--- config.mk ---
export PLATFORM = sky130hd
export DESIGN_NAME = muldiv_unit
export DESIGN_NICKNAME = d
export VERILOG_FILES = /design/src/rtl/muldiv_unit.sv
export SDC_FILE = /design/constraint.sdc
export NUM_CORES = 1
export LEC_CHECK = 0
export BUFFER_PORTS_ARGS = -buffer_cell sky130_fd_sc_hd__buf_2
export CAP_MARGIN = 30
export CORE_MARGIN = 10
export CORE_UTILIZATION = 60
export DETAILED_ROUTE_END_ITERATION = 8
export GPL_TIMING_DRIVEN = 0
export PLACE_DENSITY = 0.81
export SYNTH_ARGS = -nofsm -noshare
export SYNTH_HDL_FRONTEND = slang
export SYNTH_SLANG_ARGS = --single-unit
--- constraint.sdc ---
create_clock -name clk -period 4.7 [get_ports clk]
set_input_delay 0.235 -clock clk [delete_from_list [all_inputs] [get_ports clk]]
set_output_delay 0.235 -clock clk [all_outputs]
set_load 0.005 [all_outputs]
--- src/rtl/muldiv_unit.sv ---
// Iterative multiply/divide unit with HI/LO result registers.
// One bit per cycle: shift-add for MULT/MULTU, restoring shift-subtract for DIV/DIVU.
module muldiv_unit #(
  parameter int WIDTH = 32
) (
  input  logic             clk,
  input  logic             rst_n,
  input  logic             start,
  input  logic [1:0]       op,
  input  logic [WIDTH-1:0] a,
  input  logic [WIDTH-1:0] b,
  input  logic             cancel,
  input  logic             hi_we,
  input  logic             lo_we,
  input  logic [WIDTH-1:0] wdata,
  output logic             busy,
  output logic             done,
  output logic             div_by_zero,
  output logic [WIDTH-1:0] hi,
  output logic [WIDTH-1:0] lo
);

  localparam int CW = $clog2(WIDTH);
  localparam logic [CW-1:0] LAST = CW'(WIDTH - 1);
  localparam logic [CW-1:0] CNT_ONE = {{(CW-1){1'b0}}, 1'b1};
  localparam logic [WIDTH-1:0] ONE = {{(WIDTH-1){1'b0}}, 1'b1};
  localparam logic [2*WIDTH-1:0] ONE2 = {{(2*WIDTH-1){1'b0}}, 1'b1};

  localparam logic [1:0] S_IDLE = 2'd0;
  localparam logic [1:0] S_RUN  = 2'd1;
  localparam logic [1:0] S_FIX  = 2'd2;

  logic [1:0]       state;
  logic [CW-1:0]    count;
  logic             is_div;
  logic             neg_q;
  logic             neg_r;
  logic [WIDTH-1:0] acc;
  logic [WIDTH-1:0] shreg;
  logic [WIDTH-1:0] mag_b;
  logic [WIDTH-1:0] a_orig;

  logic             accept;
  logic             sign_a;
  logic             sign_b;
  logic [WIDTH-1:0] abs_a;
  logic [WIDTH-1:0] abs_b;

  logic [WIDTH:0]   mul_sum;
  logic [WIDTH:0]   div_shift;
  logic [WIDTH-1:0] div_sub;
  logic             div_ok;

  logic [2*WIDTH-1:0] prod;
  logic [2*WIDTH-1:0] prod_fix;
  logic [WIDTH-1:0]   quo_fix;
  logic [WIDTH-1:0]   rem_fix;
  logic               b_zero;

  assign busy   = (state != S_IDLE);
  assign accept = (state == S_IDLE) && start && !cancel;

  // Signed ops run on magnitudes; the signs are reapplied in FIX.
  assign sign_a = op[0] & a[WIDTH-1];
  assign sign_b = op[0] & b[WIDTH-1];
  assign abs_a  = sign_a ? (~a + ONE) : a;
  assign abs_b  = sign_b ? (~b + ONE) : b;

  // Multiply step: {acc, shreg} is the running product, multiplier bits leave from shreg[0].
  assign mul_sum = {1'b0, acc} + (shreg[0] ? {1'b0, mag_b} : {(WIDTH+1){1'b0}});

  // Divide step: acc is the partial remainder, dividend bits leave from shreg's MSB,
  // quotient bits enter at shreg's LSB.
  assign div_shift = {acc, shreg[WIDTH-1]};
  assign div_ok    = (div_shift >= {1'b0, mag_b});
  assign div_sub   = div_shift[WIDTH-1:0] - mag_b;

  assign prod     = {acc, shreg};
  assign prod_fix = neg_q ? (~prod + ONE2) : prod;
  assign quo_fix  = neg_q ? (~shreg + ONE) : shreg;
  assign rem_fix  = neg_r ? (~acc + ONE) : acc;
  assign b_zero   = (mag_b == {WIDTH{1'b0}});

  always_ff @(posedge clk or negedge rst_n) begin
    if (!rst_n) begin
      state       <= S_IDLE;
      count       <= '0;
      is_div      <= 1'b0;
      neg_q       <= 1'b0;
      neg_r       <= 1'b0;
      acc         <= '0;
      shreg       <= '0;
      mag_b       <= '0;
      a_orig      <= '0;
      done        <= 1'b0;
      div_by_zero <= 1'b0;
      hi          <= '0;
      lo          <= '0;
    end else begin
      done <= 1'b0;
      case (state)
        S_IDLE: begin
          if (hi_we) hi <= wdata;
          if (lo_we) lo <= wdata;
          if (accept) begin
            state       <= S_RUN;
            count       <= '0;
            is_div      <= op[1];
            neg_q       <= sign_a ^ sign_b;
            neg_r       <= sign_a;
            acc         <= '0;
            shreg       <= abs_a;
            mag_b       <= abs_b;
            a_orig      <= a;
            div_by_zero <= 1'b0;
          end
        end
        S_RUN: begin
          if (cancel) begin
            state <= S_IDLE;
            count <= '0;
          end else begin
            if (is_div) begin
              acc   <= div_ok ? div_sub : div_shift[WIDTH-1:0];
              shreg <= {shreg[WIDTH-2:0], div_ok};
            end else begin
              acc   <= mul_sum[WIDTH:1];
              shreg <= {mul_sum[0], shreg[WIDTH-1:1]};
            end
            if (count == LAST) begin
              state <= S_FIX;
              count <= '0;
            end else begin
              count <= count + CNT_ONE;
            end
          end
        end
        S_FIX: begin
          state <= S_IDLE;
          if (!cancel) begin
            done <= 1'b1;
            if (!is_div) begin
              hi <= prod_fix[2*WIDTH-1:WIDTH];
              lo <= prod_fix[WIDTH-1:0];
            end else if (b_zero) begin
              hi          <= a_orig;
              lo          <= '1;
              div_by_zero <= 1'b1;
            end else begin
              hi <= rem_fix;
              lo <= quo_fix;
            end
          end
        end
        default: begin
          state <= S_IDLE;
          count <= '0;
        end
      endcase
    end
  end

endmodule

# After elaboration in Yosys (flattened, before gate mapping)
# Cells that the tools add are included.
# op_classes
reduce_logical	15
bitwise	9
mux	40
order_cmp	1
eq_ne	11
n_addsub	8
# op_table
op	n
$mux W32	20
$pmux W32 S2	4
$add A32 B1 Y32 const B	4
$not A32 Y32	4
$add A64 B1 Y64 const B	1
$mux W64	1
$not A64 Y64	1
$add A32 B32 Y33	1
$ge A33 B32 Y1	1
$logic_not A32 Y1	1
$sub A32 B32 Y32	1
$mux W5	3
$pmux W5 S3	1
$ne A2 B2 Y1 const B	7
$reduce_and A3 Y1	3
$mux W1	6
$mux W2	3
$reduce_and A2 Y1	3
$reduce_bool A2 Y1	3
$add A5 B1 Y5 const B	1
$eq A5 B5 Y1 const B	1
$reduce_and A5 Y1	1
$pmux W2 S2	1
$ne A3 B3 Y1 const B	1
other kinds (9)	11
# totals
in_bits	104
regBits	204

# Depth between registers and ports, before layout
# depth
depth_word	7
depth_mapped	15

# Worst setup path before layout
# No wires, ideal clock.
# synth_path
path_type	register -> register
from	register shreg[0]
to	register acc[27]
period_less_slack_ns	3.418
path_slack_ns	1.282
arrival_ns	3.293
required_ns	4.575
setup_time_ns	0.125
path_buffers	2
path_stages_with_launch	15
path_cell_list	dfrtp_1 > clkbuf_1 > inv_1 > clkbuf_1 > nor2_1 > ha_1 > a21o_1 > a21oi_1 > a21oi_1 > a2111oi_0 > o31ai_1 > a41o_1 > a211oi_1 > mux2i_1 > a21oi_1
# synth_via
elab_chain_cells	5
# synth_rtl
element	line_no	source
from (decl)	39	logic [WIDTH-1:0] shreg;
from (signal assigned)	112	shreg <= abs_a;
from (signal assigned)	125	shreg <= {shreg[WIDTH-2:0], div_ok};
from (signal assigned)	128	shreg <= {mul_sum[0], shreg[WIDTH-1:1]};
$mux W32	70	assign mul_sum = {1'b0, acc} + (shreg[0] ? {1'b0, mag_b} : {(WIDTH+1){1'b0}});
$add A32 B32 Y33	70	
$mux W32	123	if (is_div) begin
$mux W32	119	if (cancel) begin
$pmux W32 S2	101	case (state)
to (signal assigned)	124	acc <= div_ok ? div_sub : div_shift[WIDTH-1:0];
to (signal assigned)	127	acc <= mul_sum[WIDTH:1];
to (decl)	38	logic [WIDTH-1:0] acc;
# Every way passes these cells. The select of a mux whose other input is x is not followed.
# A chain may end at the register's enable or synchronous reset.

# Worst setup path in the final report
# Ends and elaborated chain as after synthesis.

==> metrics.md <==
| Metric | Value |
|---|---|
| Worst Path Max Fanout | 10 |
| Max-cap violations | 0 |
| Worst path arrival time | 4.89 ns |
| Clock share of power | 0.177 |
| DR WL/cell | 24.0 um |
| Clock Latency Late Sink | 0.54 ns |
| Gr usage total | 0.368 |
| Required time at the worst-slack endpoint | 5.12 ns |
| Cells after Synth | 2,125 |
| Final hold viol count | 0 |
| Hold path startpoint | b[28] |
| Power per Cell Area | 582 nW/um^2 |
| Number of synthesized flops with an enable pin | 0 |
| Leakage power | 8.33 nW |
| Crit path launch type | register |
| CTS clk-pin slew, worst paths | 0.06 ns |
| Commonest register cell after synthesis | dfrtp_1 |
| Setup crit start | shreg[0] |
| Worst-Margin Slew | 1.13 ns |
| RSZ-0062 raised after global routing | false |
| WL final | 65,200 um |
| Port bufs | 169 |
| Post-placement cell area | 17,800 sq um |
| Worst path max stage delay | 0.71 ns |
| Cell chain of the critical path | inv_1 > clkbuf_2 > nor2_1 > ha_1 > a21o_1 > a21oi_1 > a21oi_1 > a2111oi_2 > o31ai_1 > a41o_1 > a211oi_1 > mux2i_1 > a21oi_1 |
| Pins Over Slew Limit | 0 |
| Fin util | 0.703 |
| Status | finished clean |
| Die width | 186 um |
| R2R setup slack | 0.23 ns |
| Int Power | 0.00563 W |
| Crit-path most repeated cell | a21oi_1 |
| Syn avg cell area | 7.77 sq um |
| DR vias/cell | 6.64 |
| Area of the multi-input gates | 10,600 sq um |
| Syn. warnings | 0 |
| Fraction of layout cells with a size suffix above 1 | 0.101 |
| Async S/R FF share, synth | 1.00 |
| Vias in the first global route | 16,915 |
| R2R depth | 13 |
| Clock Path Buffers | 3 |
| Sequential share of power | 0.254 |
| 1st-iter DRT viols | 2,869 |
| H-tree depth | 1 |
| Slew HR | 0.247 |
| Clk root buf | clkbuf_16 |
| Fin nets | 2,532 |
| Logic pwr share | 0.569 |
| Antenna violations before repair | 0 |
| DRC viols | 0 |
| DR pass1 iterations | 8 |
| First-pass GRT wire length | 98,500 um |
| R2r endpoint | acc[27] |
| Detail Placement HPWL | 50,600 um |
| Final Wtd Congestion | 1.12 |
| Crit path max-delay family | compound AO/OA/AOI/OAI gates |
| Setup TNS | 0 ns |
| Post-Syn Area | 16,500 sq um |
| Rows | 60 |
| Kind of critical path | register to register |
| DIE HEIGHT | 186 um |
| CP Buf/Inv Count | 2 |
| Die area | 34,500 sq um |
| Switching power | 0.00542 W |
| Commonest cells after routing, fill and taps aside | 352 x nand2_1, 255 x o21ai_0, 204 x dfrtp_1, 171 x buf_2, 164 x nor2_1 |
| Syn_nets | 2,301 |
| Hold Path Class | input pin to register |
| WHS Path Cells | 3 |
| Initial Utilization | 0.611 |
| #FFs+latches synth | 204 |
| DR vias | 18,015 |
| Endpoint class of the critical path | register |
| Final Setup Violations | 0 |
| Worst Hold End | mag_b[28] |
| I/O pin count | 171 |
| P&R area growth vs syn | 15.1% |
| CORE AREA | 27,000 sq um |
| Clock Sinks | 204 |
| Post-CTS Setup Inserts | 0 |
| Crit-path slowest cell | dfrtp_1 |
| Post-Layout Inst Area | 19,000 sq um |
| Count of cell types in the netlist | 71 |
| Final ANT Viol Nets | 0 |
| Register area | 5100 sq um |
| Filler cells | 2,255 |
| Num CTS Buffers | 24 |
| Max frequency | 0.224 GHz |
| Commonest non-fill, non-tap cell in the layout | nand2_1 |
| Sequential fraction of the synthesis area | 0.309 |
| Post-layout min period | 4.47 ns |
| TritonCTS clock tree | built |
| Sw frac | 0.491 |
| N_diodes | 0 |
| Reg2reg start | shreg[0] |
| Setup Skew | 0.0137 ns |
| Final Cycle Share | 0.951 |
| Peak VDD IR | 0.332 mV |
| Overflow after GRT | 0 |
| Fin Hold WS | 0.00346 ns |
| Largest net degree at the start of global routing | 122 |
layout make-up:
type / instances / share of cell area
tap: 341 / 0.0225
clock buffer: 32 / 0.0348
buffer: 156 / 0.0318
multi-input combinational: 1701 / 0.557
clock inverter: 11 / 0.00771
timing repair buffer: 206 / 0.0655
sequential: 204 / 0.269
inverter: 63 / 0.0125
cells by family after synthesis:
kind of cell	share of synthesized area
buf+inv	0.0509
compound gates	0.242
simple gates	0.203
flops	0.309
mux	0.0329
fa+ha+maj	0.0555
xor+xnor	0.107
repair_timing:
| item | 4_1_cts | 5_1_grt |
|---|---|---|
| resized for setup | 1 | 7 |
| hold buffers | 34 | 0 |
| endpoints found under the setup margin | 2 | 12 |
| hold endpoints to repair | 116 | 0 |
worst max-delay path by stage:
stage,end,slack [ns],cells past startpoint
floorplan,acc[27],1.28,14
global placement,acc[27],-0.15,14
detailed placement,acc[27],-0.15,14
CTS,acc[21],0.06,12
global route,acc[28],0.12,14
finish,acc[27],0.23,13
metal layers:
layer,share of wire,track usage,routed length (um),up-vias
li1,-,-,-,8046
met1,0.41,0.513,26500,8560
met2,0.43,0.550,28000,1246
met3,0.14,0.0983,8910,163
met4,0.028,0.0993,1810,0
met5,0,0,0,-
worst reg2reg max path, cell delays in order, from the launching register on:
cell and delay, ns:
dfrtp_1 0.71, inv_1 0.35, clkbuf_2 0.30, nor2_1 0.16
ha_1 0.30, a21o_1 0.20, a21oi_1 0.18, a21oi_1 0.15
a2111oi_2 0.53, o31ai_1 0.31, a41o_1 0.36, a211oi_1 0.46
mux2i_1 0.25, a21oi_1 0.09
sequential cells by signal, indices dropped and copies added (netlist names):
register and cells:
state 2, div_by_zero 1, mag_b 32, a_orig 32
shreg 32, done 1, neg_r 1, acc 32
neg_q 1, count 5, hi 32, is_div 1
lo 32
per-stage QoR:
stage | total power (W) | worst slack (ns) | instances
floorplan | 0.00683 | 1.28 | 2125
global placement | 0.00865 | -0.151 | 2635
detailed placement | 0.00876 | -0.150 | 2637
CTS | 0.0107 | 0.0565 | 2713
global route | 0.0116 | 0.119 | 2714
finish | 0.0110 | 0.229 | 2714
power groups by stage:
stage	sequential (W)	combinational (W)	clock [W]
after detailed placement	0.00276	0.00600	0
after global routing	0.00282	0.00677	0.00200
after global placement	0.00274	0.00591	0
after CTS	0.00274	0.00604	0.00194
final	0.00280	0.00629	0.00196
after floorplan	0.00251	0.00432	0
synthesized netlist by cell type, types with 31 or more instances:
master    number  share of area
ha_1          70          0.053
dfrtp_1      204           0.31
a31oi_1       40          0.015
o22ai_1       31          0.012
o21ai_0      255          0.077
mux2i_1       52          0.032
a21oi_1      103          0.031
or3_1         36          0.014
xnor2_1      151          0.080
nand2_1      352          0.080
inv_1         63          0.014
clkbuf_1     142          0.032
nor2_1       164          0.037
xor2_1        51          0.027
Note: power is estimated with default switching activity, not from simulation.
